===== config.mk =====
export PLATFORM = sky130hd
export DESIGN_NAME = alu_issue_stage
export DESIGN_NICKNAME = d
export VERILOG_FILES = /design/src/rtl/alu_issue_stage.sv
export SDC_FILE = /design/constraint.sdc
export NUM_CORES = 1
export LEC_CHECK = 0
export CAP_MARGIN = 20
export CORE_MARGIN = 5
export CORE_UTILIZATION = 27
export CTS_CLUSTER_DIAMETER = 80
export DETAILED_ROUTE_END_ITERATION = 8
export GPL_TIMING_DRIVEN = 0
export PLACE_DENSITY_LB_ADDON = 0.08
export SLEW_MARGIN = 15
export SYNTH_ARGS = -nofsm -noshare
export SYNTH_HDL_FRONTEND = slang
export SYNTH_SLANG_ARGS = --single-unit

===== constraint.sdc =====
create_clock -name clk -period 1.95 [get_ports clk]
set_input_delay 0.2925 -clock clk [delete_from_list [all_inputs] [get_ports clk]]
set_output_delay 0.2925 -clock clk [all_outputs]
set_load 0.01 [all_outputs]

===== src/rtl/alu_issue_stage.sv =====
// alu_issue_stage: decodes the D-stage instruction, resolves operands and detects load-use hazards into the E register.
// Optional feature macro ALU_ISSUE_FORWARDING_EN: E/M/W forwarding; when undefined, dependants stall until written back.
module alu_issue_stage #(
  parameter int WORD_SIZE = 32,
  parameter int REG_ADDR  = 5
) (
  input  logic                 clk,
  input  logic                 rst_n,
  input  logic                 validD,
  input  logic [3:0]           opD,
  input  logic [REG_ADDR-1:0]  rs1D,
  input  logic [REG_ADDR-1:0]  rs2D,
  input  logic [REG_ADDR-1:0]  rdD,
  input  logic [WORD_SIZE-1:0] rd1D,
  input  logic [WORD_SIZE-1:0] rd2D,
  input  logic [WORD_SIZE-1:0] immD,
  input  logic [WORD_SIZE-1:0] aluOutE,
  input  logic                 regWriteM,
  input  logic [REG_ADDR-1:0]  rdM,
  input  logic [WORD_SIZE-1:0] aluOutM,
  input  logic                 regWriteW,
  input  logic [REG_ADDR-1:0]  rdW,
  input  logic [WORD_SIZE-1:0] resultW,
  input  logic                 stallE,
  input  logic                 flushE,
  output logic [WORD_SIZE-1:0] srcAE,
  output logic [WORD_SIZE-1:0] srcBE,
  output logic [2:0]           ALUControlE,
  output logic [REG_ADDR-1:0]  rdE,
  output logic                 regWriteE,
  output logic                 memReadE,
  output logic                 validE,
  output logic                 illegalE,
  output logic                 stallD
);

  typedef enum logic [2:0] {
    AND_OP = 3'b000,
    OR_OP  = 3'b001,
    ADD_OP = 3'b010,
    MUL_OP = 3'b011,
    SUB_OP = 3'b110
  } alu_op_t;

  alu_op_t alu_ctrl;
  logic    legal;
  logic    use_imm;
  logic    is_load;
  logic    uses_a;
  logic    uses_b;

  always_comb begin
    alu_ctrl = ADD_OP;
    legal    = 1'b1;
    use_imm  = 1'b0;
    is_load  = 1'b0;
    case (opD)
      4'd0: alu_ctrl = ADD_OP;
      4'd1: alu_ctrl = SUB_OP;
      4'd2: alu_ctrl = MUL_OP;
      4'd3: alu_ctrl = AND_OP;
      4'd4: alu_ctrl = OR_OP;
      4'd5: use_imm = 1'b1;
      4'd6: begin
        use_imm = 1'b1;
        is_load = 1'b1;
      end
      default: legal = 1'b0;
    endcase
  end

  // Immediate forms never read rs2, and illegal opcodes read nothing, so neither can raise a hazard.
  assign uses_a = validD & legal;
  assign uses_b = validD & legal & ~use_imm;

  logic a_zero;
  logic b_zero;
  logic load_use;
  logic raw_wait;
  logic hazard;
  logic [WORD_SIZE-1:0] op_a;
  logic [WORD_SIZE-1:0] op_b;

  assign a_zero = (rs1D == '0);
  assign b_zero = (rs2D == '0);

  assign load_use = validE & memReadE & (rdE != '0) &
                    ((uses_a & (rdE == rs1D)) | (uses_b & (rdE == rs2D)));

`ifdef ALU_ISSUE_FORWARDING_EN
  logic fwd_e_ok;

  // A load in E has no data yet, so it is never a forwarding source.
  assign fwd_e_ok = validE & regWriteE & ~memReadE;

  always_comb begin
    op_a = rd1D;
    if (a_zero)
      op_a = '0;
    else if (fwd_e_ok && (rdE == rs1D))
      op_a = aluOutE;
    else if (regWriteM && (rdM == rs1D))
      op_a = aluOutM;
    else if (regWriteW && (rdW == rs1D))
      op_a = resultW;

    op_b = rd2D;
    if (b_zero)
      op_b = '0;
    else if (fwd_e_ok && (rdE == rs2D))
      op_b = aluOutE;
    else if (regWriteM && (rdM == rs2D))
      op_b = aluOutM;
    else if (regWriteW && (rdW == rs2D))
      op_b = resultW;
  end

  assign raw_wait = 1'b0;
`else
  logic wr_e;
  logic unused_fwd;

  assign wr_e = validE & regWriteE;

  // Without forwarding, wait until the producer has left W; the write-first register file then has the value.
  assign raw_wait =
    (uses_a & ~a_zero & ((wr_e & (rdE == rs1D)) | (regWriteM & (rdM == rs1D)) | (regWriteW & (rdW == rs1D)))) |
    (uses_b & ~b_zero & ((wr_e & (rdE == rs2D)) | (regWriteM & (rdM == rs2D)) | (regWriteW & (rdW == rs2D))));

  assign op_a = a_zero ? '0 : rd1D;
  assign op_b = b_zero ? '0 : rd2D;

  assign unused_fwd = ^{aluOutE, aluOutM, resultW};
`endif

  assign hazard = load_use | raw_wait;
  assign stallD = hazard | stallE;

  logic issue;
  logic illegal_next;

  assign issue        = validD & legal & ~hazard & ~flushE;
  assign illegal_next = validD & ~legal & ~hazard & ~flushE;

  // Flush overrides a downstream hold; anything that does not issue leaves a bubble behind.
  always_ff @(posedge clk) begin
    if (!rst_n) begin
      validE      <= 1'b0;
      regWriteE   <= 1'b0;
      memReadE    <= 1'b0;
      illegalE    <= 1'b0;
      ALUControlE <= ADD_OP;
      srcAE       <= '0;
      srcBE       <= '0;
      rdE         <= '0;
    end else if (flushE || !stallE) begin
      validE      <= issue;
      regWriteE   <= issue & (rdD != '0);
      memReadE    <= issue & is_load;
      illegalE    <= illegal_next;
      ALUControlE <= issue ? alu_ctrl : ADD_OP;
      srcAE       <= issue ? op_a : '0;
      srcBE       <= issue ? (use_imm ? immD : op_b) : '0;
      rdE         <= issue ? rdD : '0;
    end
  end

endmodule

; Yosys cells after proc, flatten, opt, wreduce, memory -nomap -nowiden
; Cells that the tools add are included.
[word_totals]
register_bits = 76
wordCells = 79
output_inout_bits = 77
in_bits = 228
[op_classes]
bitwise_logic = 39
n_mux = 11
n_reduce_logical = 9
eq_ne = 12
[op_table]
columns = op, n
row1 = 32-bit 2-to-1 mux, 5
row2 = 5-bit equality test, 6
row3 = 1-bit AND, 25
row4 = 4-bit by 3-bit equality test with 1-bit output (second input constant), 3
row5 = 3-bit case mux with 4 select lines, 1
row6 = 5-bit zero test, 2
row7 = 5-bit nonzero test, 2
row8 = 4-bit by 2-bit equality test with 1-bit output (second input constant), 2
row9 = 1-bit bitwise OR, 8
row10 = 7-bit OR reduction, 1
row11 = 1-bit inverter, 6
row12 = 5-bit 2-to-1 mux, 1
row13 = 4-bit by 1-bit equality test with 1-bit output (second input constant), 1
row14 = 4-bit zero test, 1
row15 = 1-bit 2-to-1 mux, 3
row16 = 3-bit 2-to-1 mux, 1
row17 = 2-bit OR reduction, 1
row18 = 1-bit zero test, 1
row19 = 1-bit logical OR, 1

; Longest topological paths before layout
[logic_depth]
depth_word = 13
mapped_depth = 9
ltp_nobuf = 6

; Least setup slack after synthesis
; OpenSTA, ideal clock, no wires.
[synth_path]
kind = register -> register
start = register rdE[4]
end = register srcAE[10]
slack_ns = -0.135
path_stages_with_launch = 9
required_time_ns = 1.833
arrival_ns = 1.967
n_path_buf = 2
setup_time_ns = 0.117
synth_period_minus_slack_ns = 2.085
cell_sequence = dfxtp_1 -> xnor2_1 -> nand3_1 -> or2_2 -> a211oi_1 -> and4bb_4 -> buf_6 -> buf_6 -> a32o_1
[synth_between]
elab_chain_len = 11
elab_cells_between_ends = 22
cone_classes = 2 x eq/ne / 1 x mux / 18 x bitwise / 1 x reduce/logical
[synth_rtl]
columns = item, line_no
row1 = start: declaration, 29  ; output logic [REG_ADDR-1:0] rdE,
row2 = start signal: assignment, 164  ; rdE <= issue ? rdD : '0;
row3 = "5-bit equality test, on equally long branches", "88, 127, 128"
row4 = "1-bit AND, on equally long branches", "127, 128"
row5 = "1-bit bitwise OR, on equally long branches (2 in series)", "127, 128"
row6 = "1-bit AND, on equally long branches", "127, 128"
row7 = 1-bit bitwise OR, 127  ; (uses_a & ~a_zero & ((wr_e & (rdE == rs1D)) | (regWriteM & (rdM == rs1D)) | (regWriteW & (rdW == rs1D)))) |
row8 = 1-bit bitwise OR (*), 136  ; assign hazard = load_use | raw_wait;
row9 = 1-bit inverter (*), 142  ; assign issue = validD & legal & ~hazard & ~flushE;
row10 = 1-bit AND (*) (2 in series), 142
row11 = 32-bit 2-to-1 mux (*), 162  ; srcAE <= issue ? op_a : '0;
row12 = end signal: assignment, 162
row13 = end: declaration, 26  ; output logic [WORD_SIZE-1:0] srcAE,
; Mark *: on every way between the ends. The rest lies on a longest branch, timed or not.
; A chain may end at the register's enable or synchronous reset.

; Worst setup path in the final report
[layout_path]
start = register rdE[1]
end = output stallD
[layout_between]
elab_chain_len = 8
elab_cells_between_ends = 19
cone_classes = 2 x eq/ne / 16 x bitwise / 1 x reduce/logical
[layout_rtl]
columns = item, line_no
row1 = "5-bit equality test, on equally long branches", "88, 127, 128"
row2 = "1-bit AND, on equally long branches", "127, 128"
row3 = "1-bit bitwise OR, on equally long branches (2 in series)", "127, 128"
row4 = "1-bit AND, on equally long branches", "127, 128"
row5 = 1-bit bitwise OR, 127
row6 = 1-bit bitwise OR (*), 136
row7 = 1-bit bitwise OR (*), 137  ; assign stallD = hazard | stallE;
row8 = end: declaration, 34  ; output logic stallD
; Marked as above.

==> flow_summary.json <==
{
  "status": "finished with violations",
  "failed_checks": "setup timing",
  "start_util": 0.278,
  "worstMarginPinSlew_ps": 491,
  "p_sw_mw": 0.866,
  "dp_cells": 679,
  "netlist_area_sq_mm": 0.00321,
  "worstPathMaxFanout": 4,
  "final_common_cell": "clkdlybuf4s50_1",
  "synthSimpleGateAreaFrac": 0.119,
  "finalNonFillerCells": 706,
  "crit_slowest_cell": "or4_4",
  "drt_iter0_drc": 185,
  "slowest_delay_ps": 520,
  "max_freq_mhz": 471,
  "ys_warn_count": 0,
  "layout_setup_ws_ps": -175,
  "port_buffers": 206,
  "slew_headroom": 0.673,
  "vdd_ir_drop_max_mv": 0.349,
  "wirelength_um": 12200,
  "crit_arrival_ps": 1830,
  "grt_use_total": 0.168,
  "synth-seq-area-share": 0.474,
  "crit_end": "stallD",
  "top_layer": "met4",
  "wl_met1_um": 5270,
  "cts_root_buffer": "clkbuf_16",
  "slew_viol_final": 0,
  "synth_nets": 558,
  "grt_pass1_vias": 3604,
  "powerDensity_mw_per_mm2": 634,
  "setup.worst_path.end_class": "output port",
  "reg2reg_slack_ps": -160,
  "clk_path_buf_depth": 2,
  "synth_mux_area_frac": 0,
  "cts_sinks": 76,
  "design.portCount": 305,
  "dp_hpwl_um": 9270,
  "hold_class": "in -> reg",
  "fin_crit_sh": 1.09,
  "final-setup-viol-count": 38,
  "drc": 0,
  "antenna_found_initial": 0,
  "grt_pass1_wl_um": 18900,
  "vias_per_cell": 4.87,
  "synth_top_family_by_area": "compound AO/OA/AOI/OAI gates",
  "cts_buffers": 9,
  "clkTransAtPathRegs_ps": 60,
  "rows": 39,
  "period_minus_slack_ps": 2120,
  "diodes": 0,
  "post-route-util": 0.528,
  "synth_cells": 330,
  "cts_tree": "built",
  "final-hold-violation-count": 0,
  "multi_input_area_sq_mm": 0.00161,
  "rsz0062_at_grt": "true",
  "finClkSkew_ps": 4.85,
  "p_clk_frac": 0.440,
  "combPwrFrac": 0.150,
  "synth_compound_area_frac": 0.273,
  "critPathKind": "reg -> out",
  "grt_remaining_overflow": 0,
  "final_nets": 786,
  "ctsHoldBuffers": 0,
  "drive_gt1_frac": 0.114,
  "maxCapViolations": 0,
  "synth_fa_ha_area_frac": 0,
  "swShare": 0.225,
  "fill_cells": 1105,
  "final_cell_mix": "193 x clkdlybuf4s50_1, 71 x dfxtp_1, 44 x nand2_1",
  "design_power_total_mw": 3.85,
  "route.vias.total": 3440,
  "postSynthAreaPerCell_sq_um": 9.72,
  "reg2reg_depth": 8,
  "required_ps": 1660,
  "grt_max_degree": 13,
  "crit_chain": "or4_4, o211ai_1, a211oi_2, nor2_1, nand3_1, buf_6",
  "startpoint": "rdE[1]",
  "seq_area_sq_mm": 0.00154,
  "area_growth_pct": 89.6,
  "die_h_um": 119,
  "core_area_sq_mm": 0.0115,
  "cts-htree-levels": 3,
  "p_int_mw": 2.99,
  "dr.pass1.iters": 4,
  "timing.rr.start": "rdE[3]",
  "wl_met3_um": 1120,
  "wl_per_cell_um": 17.2,
  "ys_ff_latch": 76,
  "cp-start-kind": "flop",
  "chipWidth_um": 119,
  "design_area_sq_mm": 0.00608,
  "power.leakage_nw": 2.24,
  "p_seq_frac": 0.410,
  "synth_xor_area_frac": 0.0874,
  "gp_congestion": 0.862,
  "r2r_end": "srcAE[9]",
  "synth.distinct_cells": 36,
  "place_area_sq_mm": 0.00548,
  "met2_length_um": 5550,
  "dieArea_sq_mm": 0.0142,
  "postRouteAntennaNets": 0,
  "worstSkewPairLatency_ps": 330
}
metal layers:
metal,GRT usage,vias to the layer above
met1,0.206,1596
met4,0.0652,0
met3,0.0678,14
li1,-,1701
met2,0.265,129
met5,0,-
worst min path at each step:
| stage | start | end | slack [ps] | cells after the start |
|---|---|---|---|---|
| global placement | srcBE[26] | srcBE[26] | 440 | 2 |
| detailed placement | srcBE[24] | srcBE[24] | 440 | 2 |
| finish | opD[0] | memReadE | 200 | 2 |
| floorplan | rdD[0] | rdE[0] | 430 | 1 |
| global route | opD[0] | ALUControlE[0] | 200 | 2 |
| CTS | opD[0] | memReadE | 180 | 2 |
registers in the layout, indices dropped and copies added (netlist names):
name	count
validE	1
ALUControlE	3
regWriteE	1
srcAE	32
rdE	5
illegalE	1
srcBE	32
memReadE	1
per-stage QoR:
step	hold slack, ps	worst slack (ps)	setup TNS [ps]
global placement	436	-816	-48370
floorplan	425	-7.46	-149
global route	202	-251	-10360
detailed placement	442	-815	-49560
finish	203	-175	-4860
CTS	185	-227	-5230
cells by family after synthesis:
group           Yosys count
simple gates             80
compound gates          114
buf+inv                  28
xor+xnor                 32
flops                    76
critical path, delay by kind of cell (launching register included):
family          cells  cell delay, ps
compound gates      2             290
buf+inv             1             150
simple gates        3             700
flops               1             360
power by group through the flow:
stage	Sequential (mW)	Clock, mW	Combinational (mW)
3_5_place_dp	1.62	0	0.561
6_report	1.58	1.70	0.578
2_1_floorplan	1.62	0	0.181
3_3_place_gp	1.62	0	0.557
5_1_grt	1.58	1.80	0.623
4_1_cts	1.58	1.74	0.574
timing repair:
| item | 4_1_cts | 5_1_grt |
|---|---|---|
| cloned | 3 | 2 |
| gates resized for setup | 43 | 17 |
| setup buffers | 5 | 1 |
| pin swaps | 12 | 8 |
| endpoints found under the setup margin | 76 | 75 |
cell usage after synthesis:
| cell type | number | area, sq um |
|---|---|---|
| dfxtp_1 | 76 | 1520 |
| nand2_1 | 44 | 165 |
| a32o_1 | 33 | 330 |
| o21ai_1 | 33 | 165 |
| a22oi_1 | 32 | 240 |
| xnor2_1 | 19 | 166 |
| clkbuf_1 | 17 | 63.8 |
| xor2_1 | 13 | 114 |
| nor2_1 | 11 | 41.3 |
| a22o_1 | 5 | 43.8 |
| buf_2 | 5 | 25.0 |
| buf_6 | 5 | 56.3 |
| nand3_1 | 4 | 20.0 |
| nand4_1 | 3 | 18.8 |
| nor3_1 | 3 | 15.0 |
| or4_1 | 3 | 22.5 |
| a21oi_1 | 2 | 10.0 |
| nor4_1 | 2 | 12.5 |
| o31ai_1 | 2 | 15.0 |
| or3_1 | 2 | 12.5 |
| a211oi_1 | 1 | 7.51 |
| a31o_1 | 1 | 8.76 |
| a31oi_4 | 1 | 21.3 |
| and4bb_4 | 1 | 16.3 |
| inv_1 | 1 | 3.75 |
| nand2_2 | 1 | 6.26 |
| nand2b_1 | 1 | 6.26 |
| nand3b_1 | 1 | 7.51 |
| nand4bb_1 | 1 | 11.3 |
| nor3b_1 | 1 | 7.51 |
| nor3b_2 | 1 | 12.5 |
| o2111ai_1 | 1 | 8.76 |
| o211ai_1 | 1 | 7.51 |
| o22ai_1 | 1 | 6.26 |
| o32a_1 | 1 | 10.0 |
| or2_2 | 1 | 6.26 |
layout make-up:
| class | instances | share of cell area |
|---|---|---|
| Buffer | 27 | 0.0352 |
| Sequential cell | 76 | 0.253 |
| Timing Repair Buffer | 217 | 0.367 |
| Inverter | 1 | 0.000617 |
| Multi-Input combinational cell | 226 | 0.265 |
| Tap cell | 143 | 0.0294 |
| Clock buffer | 12 | 0.0422 |
| Clock inverter | 4 | 0.00782 |
Note: power is estimated with default switching activity, not from simulation.
